## src/rtl/alu_issue_stage_pkg.sv

```systemverilog
// Shared types for the ALU issue stage: operand bus, ALU selector, register index and opcode constants.
package alu_issue_stage_pkg;

  localparam int NREGS = 32;
  localparam int IDX_W = $clog2(NREGS);

  typedef logic [31:0]      bus_t;
  typedef logic [IDX_W-1:0] reg_idx_t;
  typedef logic [31:0]      instr_t;

  typedef enum logic [2:0] {
    ALU_AND = 3'd0,
    ALU_OR  = 3'd1,
    ALU_ADD = 3'd2,
    ALU_SUB = 3'd3,
    ALU_SLT = 3'd4,
    ALU_NOR = 3'd5
  } oper_t;

  localparam logic [5:0] OPC_RTYPE = 6'h00;
  localparam logic [5:0] OPC_ADDI  = 6'h08;
  localparam logic [5:0] OPC_SLTI  = 6'h0A;
  localparam logic [5:0] OPC_ANDI  = 6'h0C;
  localparam logic [5:0] OPC_ORI   = 6'h0D;

  localparam logic [5:0] FN_AND = 6'h24;
  localparam logic [5:0] FN_OR  = 6'h25;
  localparam logic [5:0] FN_ADD = 6'h20;
  localparam logic [5:0] FN_SUB = 6'h22;
  localparam logic [5:0] FN_SLT = 6'h2A;
  localparam logic [5:0] FN_NOR = 6'h27;

endpackage

```

## src/rtl/alu_issue_stage_reg_file.sv

```systemverilog
// 32x32 register file, 2 async read ports, 1 write port, r0 reads as zero.
// FORWARD_EN: same-cycle write data is bypassed to matching read ports; reads are combinational.
module alu_issue_stage_reg_file
  import alu_issue_stage_pkg::*;
(
  input  logic     clk,
  input  logic     rst_n,
  input  reg_idx_t raddr_a,
  input  reg_idx_t raddr_b,
  output bus_t     rdata_a,
  output bus_t     rdata_b,
  input  logic     we,
  input  reg_idx_t waddr,
  input  bus_t     wdata
);

  bus_t mem [NREGS];

  always_ff @(posedge clk or negedge rst_n) begin
    if (!rst_n) begin
      for (int i = 0; i < NREGS; i++) mem[i] <= '0;
    end else if (we && waddr != '0) begin
      mem[waddr] <= wdata;
    end
  end

  always_comb begin
    rdata_a = (raddr_a == '0) ? '0 : mem[raddr_a];
    rdata_b = (raddr_b == '0) ? '0 : mem[raddr_b];
`ifdef FORWARD_EN
    if (we && waddr != '0 && waddr == raddr_a) rdata_a = wdata;
    if (we && waddr != '0 && waddr == raddr_b) rdata_b = wdata;
`endif
  end

endmodule

```

## src/rtl/alu_issue_stage.sv

```systemverilog
// Decode/issue stage feeding the ALU with a RAW scoreboard; 1-cycle latency, output held while !out_ready.
// FORWARD_EN enables writeback bypass so a dependent instruction issues in the writeback cycle.
module alu_issue_stage
  import alu_issue_stage_pkg::*;
(
  input  logic     clk,
  input  logic     rst_n,
  input  logic     in_valid,
  output logic     in_ready,
  input  instr_t   in_instr,
  output logic     out_valid,
  input  logic     out_ready,
  output bus_t     out_a,
  output bus_t     out_b,
  output oper_t    out_sel,
  output reg_idx_t out_rd,
  input  logic     wb_valid,
  input  reg_idx_t wb_rd,
  input  bus_t     wb_data,
  output logic     illegal
);

  logic [5:0]  opcode, funct;
  reg_idx_t    rs, rt, rd_f;
  logic [15:0] imm;
  logic        unused_shamt;

  assign opcode       = in_instr[31:26];
  assign rs           = in_instr[25:21];
  assign rt           = in_instr[20:16];
  assign rd_f         = in_instr[15:11];
  assign funct        = in_instr[5:0];
  assign imm          = in_instr[15:0];
  assign unused_shamt = ^in_instr[10:6];

  logic     legal, use_rt;
  oper_t    dec_sel;
  reg_idx_t dec_rd;
  bus_t     imm_val;

  always_comb begin
    legal   = 1'b0;
    use_rt  = 1'b0;
    dec_sel = ALU_AND;
    dec_rd  = '0;
    imm_val = '0;
    case (opcode)
      OPC_RTYPE: begin
        legal  = 1'b1;
        use_rt = 1'b1;
        dec_rd = rd_f;
        case (funct)
          FN_AND:  dec_sel = ALU_AND;
          FN_OR:   dec_sel = ALU_OR;
          FN_ADD:  dec_sel = ALU_ADD;
          FN_SUB:  dec_sel = ALU_SUB;
          FN_SLT:  dec_sel = ALU_SLT;
          FN_NOR:  dec_sel = ALU_NOR;
          default: legal   = 1'b0;
        endcase
      end
      OPC_ADDI: begin
        legal = 1'b1; dec_sel = ALU_ADD; dec_rd = rt; imm_val = {{16{imm[15]}}, imm};
      end
      OPC_SLTI: begin
        legal = 1'b1; dec_sel = ALU_SLT; dec_rd = rt; imm_val = {{16{imm[15]}}, imm};
      end
      OPC_ANDI: begin
        legal = 1'b1; dec_sel = ALU_AND; dec_rd = rt; imm_val = {16'h0000, imm};
      end
      OPC_ORI: begin
        legal = 1'b1; dec_sel = ALU_OR; dec_rd = rt; imm_val = {16'h0000, imm};
      end
      default: ;
    endcase
  end

  bus_t rd_a, rd_b;

  alu_issue_stage_reg_file u_rf (
    .clk     (clk),
    .rst_n   (rst_n),
    .raddr_a (rs),
    .raddr_b (rt),
    .rdata_a (rd_a),
    .rdata_b (rd_b),
    .we      (wb_valid),
    .waddr   (wb_rd),
    .wdata   (wb_data)
  );

  logic [NREGS-1:0] pending, pending_nxt, pend_eff;
  logic             hazard, accept, issue;

  // With bypass, a register being written back this cycle is already available.
  always_comb begin
    pend_eff = pending;
`ifdef FORWARD_EN
    if (wb_valid) pend_eff[wb_rd] = 1'b0;
`endif
  end

  assign hazard   = legal && ((rs != '0 && pend_eff[rs]) ||
                              (use_rt && rt != '0 && pend_eff[rt]));
  assign in_ready = !hazard && (!out_valid || out_ready);
  assign accept   = in_valid && in_ready;
  assign issue    = accept && legal;

  // Set after clear: a new producer issued alongside a writeback owns the register.
  always_comb begin
    pending_nxt = pending;
    if (wb_valid) pending_nxt[wb_rd] = 1'b0;
    if (issue)    pending_nxt[dec_rd] = 1'b1;
    pending_nxt[0] = 1'b0;
  end

  always_ff @(posedge clk or negedge rst_n) begin
    if (!rst_n) begin
      pending   <= '0;
      out_valid <= 1'b0;
      out_a     <= '0;
      out_b     <= '0;
      out_sel   <= ALU_AND;
      out_rd    <= '0;
      illegal   <= 1'b0;
    end else begin
      pending <= pending_nxt;
      illegal <= accept && !legal;
      if (issue) begin
        out_valid <= 1'b1;
        out_a     <= rd_a;
        out_b     <= use_rt ? rd_b : imm_val;
        out_sel   <= dec_sel;
        out_rd    <= dec_rd;
      end else if (out_ready) begin
        out_valid <= 1'b0;
      end
    end
  end

endmodule

```

## config.mk

```make
export PLATFORM = sky130hd
export DESIGN_NAME = alu_issue_stage
export DESIGN_NICKNAME = d
export VERILOG_FILES = /design/src/rtl/alu_issue_stage_pkg.sv /design/src/rtl/alu_issue_stage_reg_file.sv /design/src/rtl/alu_issue_stage.sv
export SDC_FILE = /design/constraint.sdc
export NUM_CORES = 2
export LEC_CHECK = 0
export ABC_CLOCK_PERIOD_IN_PS = 4900
export CORE_MARGIN = 3
export CORE_UTILIZATION = 45
export CTS_BUF_LIST = sky130_fd_sc_hd__clkbuf_16
export CTS_CLUSTER_DIAMETER = 120
export DETAILED_ROUTE_END_ITERATION = 16
export GPL_ROUTABILITY_DRIVEN = 1
export HOLD_SLACK_MARGIN = 0.15
export PLACE_DENSITY_LB_ADDON = 0.1
export SYNTH_ARGS = -nofsm -noshare
export SYNTH_HDL_FRONTEND = slang
export SYNTH_SLANG_ARGS = --single-unit
export TNS_END_PERCENT = 30
```

## constraint.sdc

```tcl
create_clock -name clk -period 4.9 [get_ports clk]
set_input_delay 0.98 -clock clk [delete_from_list [all_inputs] [get_ports clk]]
set_output_delay 0.98 -clock clk [all_outputs]
set_load 0.1 [all_outputs]
```

==> impl_metrics.yaml <==
synthesis:
  synthFlopType: "dfrtp_1"
  yosys_warnings: 0
  async_flop_share_pct: 100
  synth_nets: 4348
  ys_ff_latch: 1129
  syn_avg_cell_area_sq_um: 13.8
  synth_cell_types: 52
  ys_seq_area_share_pct: 48.0
  synth_edf_count: 0
  netlist_instances: 4274
  synth_area_sq_um: 58800
power:
  intPower_mw: 19.8
  peakVddDrop_uv: 309
  power_density_nw_per_um2: 420
  p_clk_share_pct: 34.9
  p_sw_share_pct: 29.5
  p_total_mw: 28.0
  p_sw_mw: 8.27
  seq_power_share_pct: 44.1
  leakagePower_nw: 29.1
  combinationalPowerShare_pct: 21.0
clock_network:
  ctsHoldBuffers: 0
  numCtsBuffers: 133
  cts_tree: "done"
  clockBufferDepth: 3
  htreeDepth: 4
  clock_latency_ns: 0.76
  cts_resized: 0
  cts-root-buf: "clkbuf_16"
  post-cts-setup-buffer-count: 0
  clock_sinks: 1129
  clk_pin_slew_ns: 0.06
timing:
  whs_ns: 0.224
  setup_tns_ns: 0
  setup_violations: 0
  fmax_ghz: 0.231
  rsz0062_at_grt: "false"
  max_slew_margin_pct: 16.1
  fin_skew_ns: 0.0256
  worst_pin_slew_ns: 1.26
  final-hold-violation-count: 0
  min_period_over_period_pct: 88.2
  maxSlewViolCount: 0
  finalWorstSetupSlack_ns: 0.579
  post-route-min-period_ns: 4.32
detailed_routing:
  vias: 39300
  drt_pass1_iterations: 5
  drc_errors: 0
  drt_first_iter_violations: 3587
  drtAntennaViolNets: 0
  routedWlPerCell_um: 33.9
  wl_um: 206000
  detail_route.vias_per_cell: 6.46
placed_design:
  dp_hpwl_um: 116000
  place_area_sq_um: 62500
  place_worst_setup_slack_ns: 0.492
  dp.cells: 5841
  port-buffer-count: 148
  gp_congestion: 0.822
floorplanning:
  ios: 149
  core_sq_um: 130000
  dieHeight_um: 368
  start_util_pct: 45.4
  dieArea_sq_um: 135000
  die_w_um: 368
  placementRows: 132
setup_path:
  cp_slowest_cell: "o21ai_0"
  critPathMaxStageDelay_ns: 0.67
  critical_path.n_buffers_inverters: 3
  worstSetupPathType: "in2out"
  cp-end-kind: "output port"
  r2r_start: "pend_eff[10]"
  arrival_ns: 3.34
  cp_top_family: "compound AO/OA/AOI/OAI gates"
  r2r_end: "pend_eff[28]"
  required_ns: 3.92
  path_cells: "clkdlybuf4s50_1 -> buf_4 -> nor2b_4 -> a22o_1 -> a221oi_1 -> o21ai_0 -> o21ai_4 -> a21oi_2 -> buf_12"
  reg2reg_slack_ns: 2.07
  startpoint_type: "primary input"
  worst-path-max-fanout: 6
  worstRegToRegCells: 7
finish:
  final_common_cell: "dfrtp_1"
  fin_util_pct: 51.5
  final_nets: 4308
  nFillCells: 11000
  final_cell_mix: "dfrtp_1, mux2_2, mux4_2"
  seq_area_sq_um: 28300
  area_growth_pct: 13.4
  layout-drive-gt1-share_pct: 41.8
  fin_area_sq_um: 66700
  fin_cells: 6081
  multi_input_area_sq_um: 29100
global_route:
  grt_pass1_vias: 40400
  antenna_found_initial: 8
  grt-ovfl-total: 0
  grt_use_total_pct: 30.6
  grt_max_degree: 139
  grt_pass1_wl_um: 299000
run:
  drv_cap: 0
min_path:
  hold_path.class: "in2async"
outcome:
  status: "finished clean"
## cells by family (layout without fill, tap and decap cells)
logic type             after synthesis  count (layout)  share of synthesized area [%]
flip-flops                        1129            1129                           48.0
multiplexers                      1707            1707                           39.7
buffers and inverters              469             531                           3.12
AND/OR/NAND/NOR                    602             602                           4.79
AO/OA/AOI/OAI                      367             367                           4.37
other                                0               3                              0
## power groups by stage
stage	Clock [mW]	Sequential, mW	Combinational, mW
final	9.79	12.4	5.89
after global routing	10.4	12.6	6.29
after CTS	9.96	12.3	5.91
after detailed placement	0	12.5	5.89
after global placement	0	12.4	5.81
after floorplan	0	12.8	3.71
## sequential cells by signal, indices dropped and copies added (netlist names)
| name | flops |
|---|---|
| u_rf.mem | 1024 |
| out_rd | 5 |
| out_sel | 3 |
| illegal | 1 |
| out_b | 32 |
| out_a | 32 |
| out_valid | 1 |
| pend_eff | 31 |
## synth_stat cells (2+ instances only)
| master | number | area share, % |
|---|---|---|
| nor3b_1 | 5 | 0.064 |
| a32o_1 | 16 | 0.27 |
| or2_2 | 2 | 0.021 |
| buf_1 | 75 | 0.48 |
| a2bb2oi_1 | 18 | 0.27 |
| o41ai_1 | 2 | 0.030 |
| a22o_1 | 5 | 0.074 |
| o211ai_1 | 20 | 0.26 |
| nor3_1 | 9 | 0.077 |
| mux2_2 | 1048 | 20 |
| inv_1 | 24 | 0.15 |
| a31o_2 | 2 | 0.030 |
| nor2b_1 | 71 | 0.75 |
| nand2b_1 | 6 | 0.064 |
| nor4_1 | 3 | 0.032 |
| nand2_1 | 312 | 2.0 |
| nor2_1 | 53 | 0.34 |
| a22oi_1 | 104 | 1.3 |
| a222oi_1 | 9 | 0.15 |
| a32oi_1 | 2 | 0.030 |
| and3_1 | 4 | 0.043 |
| mux4_2 | 396 | 15 |
| or3_1 | 2 | 0.021 |
| a21oi_1 | 110 | 0.94 |
| o21ai_0 | 24 | 0.20 |
| a211oi_1 | 19 | 0.24 |
| nand4_1 | 72 | 0.77 |
| mux2_1 | 9 | 0.17 |
| a221oi_1 | 18 | 0.27 |
| and2_1 | 3 | 0.032 |
| buf_2 | 59 | 0.50 |
| dfrtp_1 | 1129 | 48 |
| clkbuf_1 | 311 | 2.0 |
| o31ai_1 | 8 | 0.10 |
| nand3_1 | 47 | 0.40 |
| mux2i_1 | 254 | 4.3 |
| nand4b_1 | 2 | 0.030 |
| nand3b_1 | 7 | 0.089 |
## layout make-up
class                   count  area share (%)
multi-input cells        2676            43.6
flip-flops and latches   1129            42.3
clock buffers             137            5.14
repair buffers            270            4.30
well taps                1742            3.27
clock inverters           100            1.21
inverters                  24           0.142
diodes                      3          0.0112
## worst reg2reg max path, delay by kind of cell, from the launching register on
kind / cells / cell delay (ns)
flops: 1 / 0.40
simple gates: 1 / 0.17
mux: 2 / 0.99
compound gates: 3 / 0.77
buf+inv: 1 / 0.38
## worst max-delay path by stage
stage	slack, ns	to	from	cells past startpoint
floorplan	0.08	in_ready	in_instr[16]	9
global placement	0.50	out_a[12]	in_instr[24]	9
detailed placement	0.49	out_a[12]	in_instr[24]	9
CTS	0.60	in_ready	in_instr[24]	9
global route	0.45	in_ready	in_instr[24]	9
finish	0.58	in_ready	in_instr[24]	9
## routing by layer
metal	wire length (um)	GRT usage, %	part of all wire (%)
met1	86000	41.2	42
met5	25	0	0.012
met2	98900	49.5	48
met4	8090	11.3	3.9
met3	12900	5.50	6.3
Power figures use the tool's default switching activity.
